`src/rtl/mdu_div_ctrl.sv`:
```
// -----------------------------------------------------------------------------
// mdu_div_ctrl
//   Sequencer and HI/LO owner for the multi-cycle divide unit.
//   Accepts DIV/DIVU/MTHI/MTLO from execute, latches divider operands,
//   pulses the divider start, commits quotient/remainder into LO/HI,
//   and raises the HI/LO hazard stall while a divide is in flight.
//   Handles flush, divide-by-zero (no divider run) and a lost-ready
//   watchdog.
//
// Ports
//   clk_i, rst_i            clock, async active-high reset
//   op_valid_i/op_i         request + opcode (00 DIVU, 01 DIV, 10 MTHI, 11 MTLO)
//   rs_i, rt_i              dividend / MT source, divisor
//   op_ready_o              request accepted when op_valid_i & op_ready_o
//   rd_hilo_i               pipeline reads HI/LO this cycle
//   flush_i                 cancel in-flight divide, block acceptance
//   stall_o                 (rd_hilo_i | op_valid_i) & busy_o
//   busy_o                  controller not idle
//   hi_o, lo_o              architectural HI/LO
//   err_o                   one-cycle pulse on watchdog abort
//   div_start_o             start pulse to divider
//   div_dividend_o/divisor_o/signed_o  operands, stable while busy
//   div_quotient_i/remainder_i/ready_i divider results
//   div_busy_i              divider iterating (observed only)
// -----------------------------------------------------------------------------
module mdu_div_ctrl #(
  // Max WAIT cycles before abort; the divider needs 33, so keep this >= 34.
  parameter int TIMEOUT = 40
) (
  input  logic        clk_i,
  input  logic        rst_i,
  input  logic        op_valid_i,
  input  logic [1:0]  op_i,
  input  logic [31:0] rs_i,
  input  logic [31:0] rt_i,
  output logic        op_ready_o,
  input  logic        rd_hilo_i,
  input  logic        flush_i,
  output logic        stall_o,
  output logic        busy_o,
  output logic [31:0] hi_o,
  output logic [31:0] lo_o,
  output logic        err_o,
  output logic        div_start_o,
  output logic [31:0] div_dividend_o,
  output logic [31:0] div_divisor_o,
  output logic        div_signed_o,
  input  logic [31:0] div_quotient_i,
  input  logic [31:0] div_remainder_i,
  input  logic        div_ready_i,
  input  logic        div_busy_i
);

  localparam int CW = $clog2(TIMEOUT + 1);

  localparam logic [1:0] OP_DIVU = 2'b00;
  localparam logic [1:0] OP_DIV  = 2'b01;
  localparam logic [1:0] OP_MTHI = 2'b10;
  localparam logic [1:0] OP_MTLO = 2'b11;

  typedef enum logic [1:0] {
    S_IDLE  = 2'd0,
    S_START = 2'd1,
    S_WAIT  = 2'd2
  } state_t;

  state_t        state_q, state_d;
  logic [CW-1:0] wd_q, wd_d;
  logic [31:0]   hi_q, hi_d;
  logic [31:0]   lo_q, lo_d;
  logic [31:0]   opa_q, opa_d;
  logic [31:0]   opb_q, opb_d;
  logic          sgn_q, sgn_d;
  logic          accept;

  // The divider's own busy flag is informational only; sequencing relies on
  // div_ready_i and the watchdog.
  logic unused_div_busy;
  assign unused_div_busy = div_busy_i;

  always_ff @(posedge clk_i or posedge rst_i) begin
    if (rst_i) begin
      state_q <= S_IDLE;
      wd_q    <= '0;
      hi_q    <= '0;
      lo_q    <= '0;
      opa_q   <= '0;
      opb_q   <= '0;
      sgn_q   <= 1'b0;
    end else begin
      state_q <= state_d;
      wd_q    <= wd_d;
      hi_q    <= hi_d;
      lo_q    <= lo_d;
      opa_q   <= opa_d;
      opb_q   <= opb_d;
      sgn_q   <= sgn_d;
    end
  end

  assign accept = op_valid_i & op_ready_o;

  always_comb begin
    state_d     = state_q;
    wd_d        = wd_q;
    hi_d        = hi_q;
    lo_d        = lo_q;
    opa_d       = opa_q;
    opb_d       = opb_q;
    sgn_d       = sgn_q;
    op_ready_o  = 1'b0;
    div_start_o = 1'b0;
    err_o       = 1'b0;

    unique case (state_q)
      S_IDLE: begin
        op_ready_o = ~flush_i;
        if (accept) begin
          unique case (op_i)
            OP_MTHI: hi_d = rs_i;
            OP_MTLO: lo_d = rs_i;
            OP_DIVU, OP_DIV: begin
              if (rt_i == 32'd0) begin
                // Divide-by-zero completes immediately without the divider.
                hi_d = rs_i;
                lo_d = 32'hFFFF_FFFF;
              end else begin
                opa_d   = rs_i;
                opb_d   = rt_i;
                sgn_d   = (op_i == OP_DIV);
                state_d = S_START;
              end
            end
            default: ;
          endcase
        end
      end

      S_START: begin
        // Pulse fires even if flushed: the divider restarts on the next start.
        div_start_o = 1'b1;
        wd_d        = '0;
        state_d     = flush_i ? S_IDLE : S_WAIT;
      end

      S_WAIT: begin
        if (flush_i) begin
          state_d = S_IDLE;
        end else if (div_ready_i) begin
          lo_d    = div_quotient_i;
          hi_d    = div_remainder_i;
          state_d = S_IDLE;
        end else if (wd_q == CW'(TIMEOUT - 1)) begin
          // Last allowed WAIT cycle with no ready: abort, HI/LO untouched.
          err_o   = 1'b1;
          state_d = S_IDLE;
        end else begin
          wd_d = wd_q + 1'b1;
        end
      end

      default: state_d = S_IDLE;
    endcase
  end

  assign busy_o         = (state_q != S_IDLE);
  assign stall_o        = (rd_hilo_i | op_valid_i) & busy_o;
  assign hi_o           = hi_q;
  assign lo_o           = lo_q;
  assign div_dividend_o = opa_q;
  assign div_divisor_o  = opb_q;
  assign div_signed_o   = sgn_q;

endmodule

```
`config.mk`:
```
export PLATFORM = sky130hd
export DESIGN_NAME = mdu_div_ctrl
export DESIGN_NICKNAME = d
export VERILOG_FILES = /design/src/rtl/mdu_div_ctrl.sv
export SDC_FILE = /design/constraint.sdc
export NUM_CORES = 1
export LEC_CHECK = 0
export CAP_MARGIN = 20
export CORE_UTILIZATION = 40
export CTS_BUF_LIST = sky130_fd_sc_hd__clkbuf_4
export DETAILED_ROUTE_END_ITERATION = 12
export HOLD_SLACK_MARGIN = 0.03
export MAX_ROUTING_LAYER = met4
export PLACE_DENSITY = 0.82
export RECOVER_POWER = 25
export SETUP_SLACK_MARGIN = 0.3
export SYNTH_ARGS = -nofsm -noshare
export SYNTH_HDL_FRONTEND = slang
export SYNTH_SLANG_ARGS = --single-unit
```
`constraint.sdc`:
```
create_clock -name clk_i -period 3.69 [get_ports clk_i]
set_input_delay 0.369 -clock clk_i [delete_from_list [all_inputs] [get_ports clk_i]]
set_output_delay 0.369 -clock clk_i [all_outputs]
set_load 0.01 [all_outputs]
```
==> metrics.txt <==
Crit-path slowest cell=clkdlybuf4s50_1; setup TNS=0 ps; first-pass GRT wire length=33800 µm; most frequent cells in the layout=268 x clkdlybuf4s50_1, 137 x dfrtp_1, 64 x a21oi_1; total grt overflow=0; # rows=47; crit path launch type=register; Crit Path Max Fanout=49; CTS sink count=137; synthesis-to-layout area growth=47.4%; critical path class=register to output pin; Clk Latency, worst-skew pair=540 ps; Die Wd=132 µm; Final Cell Area=0.00991 mm²; HPWL Detailed=14500 µm; CP delay by family, top=simple AND/OR/NAND/NOR gates; CTS Buffer Depth=2; final-report hold violation count=0; max-cap violation count=1; via count=6041; layout net count=981; fraction of layout cells with a size suffix above 1=13.0%; crit path time final=2910 ps; clock root buffer=clkbuf_4; dpl cell area=0.00963 mm²; clock-pin slew on the worst setup and hold paths=130 ps; Die ar.=0.0173 mm²; violated checks=capacitance limit, slew limit; filler instances=1414; Setup violations, final=0; Max Clock Skew=11.6 ps; PwrDens=467 mW/mm²; antenna violations before repair=1; # resized after CTS=0; Avg Cell Area, Syn=11.5 µm²; Tot Pwr=4.63 mW; DP Worst Slack=737 ps; wire per inst=19.8 µm; CTS tree=built; vias in the first global route=6263; CP Capture Type=output pin; Mapped Nets=723; chip height=132 µm; critical path required time=3320 ps; leak pwr=4.04 nW; total track usage=26.0%; Synth warnings=0; # IOs=271; setup repair bufs after CTS=0; Cell variety after synth=37; DR pass1 iterations=9; Initial DRC Count=398; drt total wl=21300 µm; final core occ=60.2%; port bufs=269; via/cell ratio=5.61; htree depth=4; worst-margin pin slew=1820 ps; fmax=343 MHz; antenna-violating nets left=0; mapped cell area=0.00672 mm²; Hold/Removal Path Class=input pin to asynchronous set/reset pin; status=finished with violations; arrival time at the worst endpoint=2540 ps; Relative slew margins=-21.4%; hold_buf cts=0; dpl cells=1044; RSZ-0062 raised after global routing=false; flops & latches, synth=137; Initial Util=40.8%; Seq/Total Area, Yosys=51.0%; Final period util=78.9%; core area=0.0165 mm²; Final Wtd Congestion=0.816; Cells after Synth=585; CTS Buf Count=17; Final Instance Count excl. Fillers=1077; most common cell after layout, fill and taps aside=clkdlybuf4s50_1; Final WS setup=778 ps; VDD IR-drop max=280 µV; crit path buf inv count=1; DRC Markers=0; crit path cell chain=nand2b_4 > nor3_1 > and3_1 > clkdlybuf4s50_1; hold slack=321 ps; max-slew violations=73; max incr delay on CP=550 ps; pin count of the biggest net entering global routing=73
[final cells by class]
cell class	count	area [µm²]	area share, %
sequential	137	3430	34.6
tap	220	275	2.78
timing repair buffer	284	2830	28.5
antenna	1	2.50	0.0253
multi-input combinational	392	3040	30.7
inverter	11	42.5	0.429
clock buffer	19	143	1.44
clock inverter	13	153	1.54
[cells by family after synthesis]
logic type / share of synthesized area (%)
AO/OA/AOI/OAI: 17.1
buffers and inverters: 4.64
adder cells (fa/ha/maj): 0.186
XOR/XNOR: 0.261
AND/OR/NAND/NOR: 9.85
multiplexers: 17.0
flip-flops: 51.0
[sequential cells by signal (all words and copies together), names as in the netlist]
name            flops
div_dividend_o     32
div_divisor_o      32
div_signed_o        1
hi_o               32
lo_o               32
state_q             2
wd_q                6
[Yosys cell counts (all sizes together)]
| cell type | count | area (µm²) |
|---|---|---|
| dfrtp | 137 | 3430 |
| mux2 | 71 | 800 |
| a21oi | 64 | 320 |
| mux2i | 34 | 340 |
| nand2 | 33 | 124 |
| buf | 28 | 206 |
| nand3 | 28 | 140 |
| o21a | 27 | 203 |
| a222oi | 26 | 260 |
| a32oi | 26 | 228 |
| or2 | 26 | 163 |
| clkbuf | 17 | 63.8 |
| o21ai | 16 | 80.1 |
| inv | 11 | 41.3 |
| nor4 | 11 | 96.3 |
| nor2 | 10 | 40.0 |
| nand4 | 4 | 25.0 |
| nand2b | 3 | 18.8 |
| and3 | 2 | 12.5 |
| nor3 | 2 | 21.3 |
| xor2 | 2 | 17.5 |
| a2111oi | 1 | 27.5 |
| ha | 1 | 12.5 |
| nor4bb | 1 | 10.0 |
| o2111ai | 1 | 15.0 |
| o21bai | 1 | 7.51 |
| o311ai | 1 | 8.76 |
| or3 | 1 | 11.3 |
[worst paths after layout]
path	from	to	slack (ps)	depth (start not counted)
setup / recovery	state_q[0]	err_o	780	4
min in group clk_i	rt_i[16]	div_divisor_o[16]	450	2
hold / removal	rst_i	div_dividend_o[6]	320	2
max in group asynchronous	rst_i	hi_o[16]	1220	3
setup reg to reg	state_q[1]	lo_o[30]	1270	6
hold reg to reg	div_divisor_o[25]	div_divisor_o[25]	500	1
[layer usage]
metal	global-route usage (%)	vias to the layer above	part of all wire (%)
met3	4.63	38	5.6
met4	10.5	0	2.6
met1	31.9	3005	42
met2	42.4	264	50
li1	-	2734	-
met5	-	-	0
[power breakdown]
group / internal, mW / switching [mW]
Combinational: 0.932 / 0.649
Sequential: 1.82 / 0.188
Clock: 0.479 / 0.563
Total: 3.23 / 1.40
No activity file was read; power rests on OpenSTA's default activity.
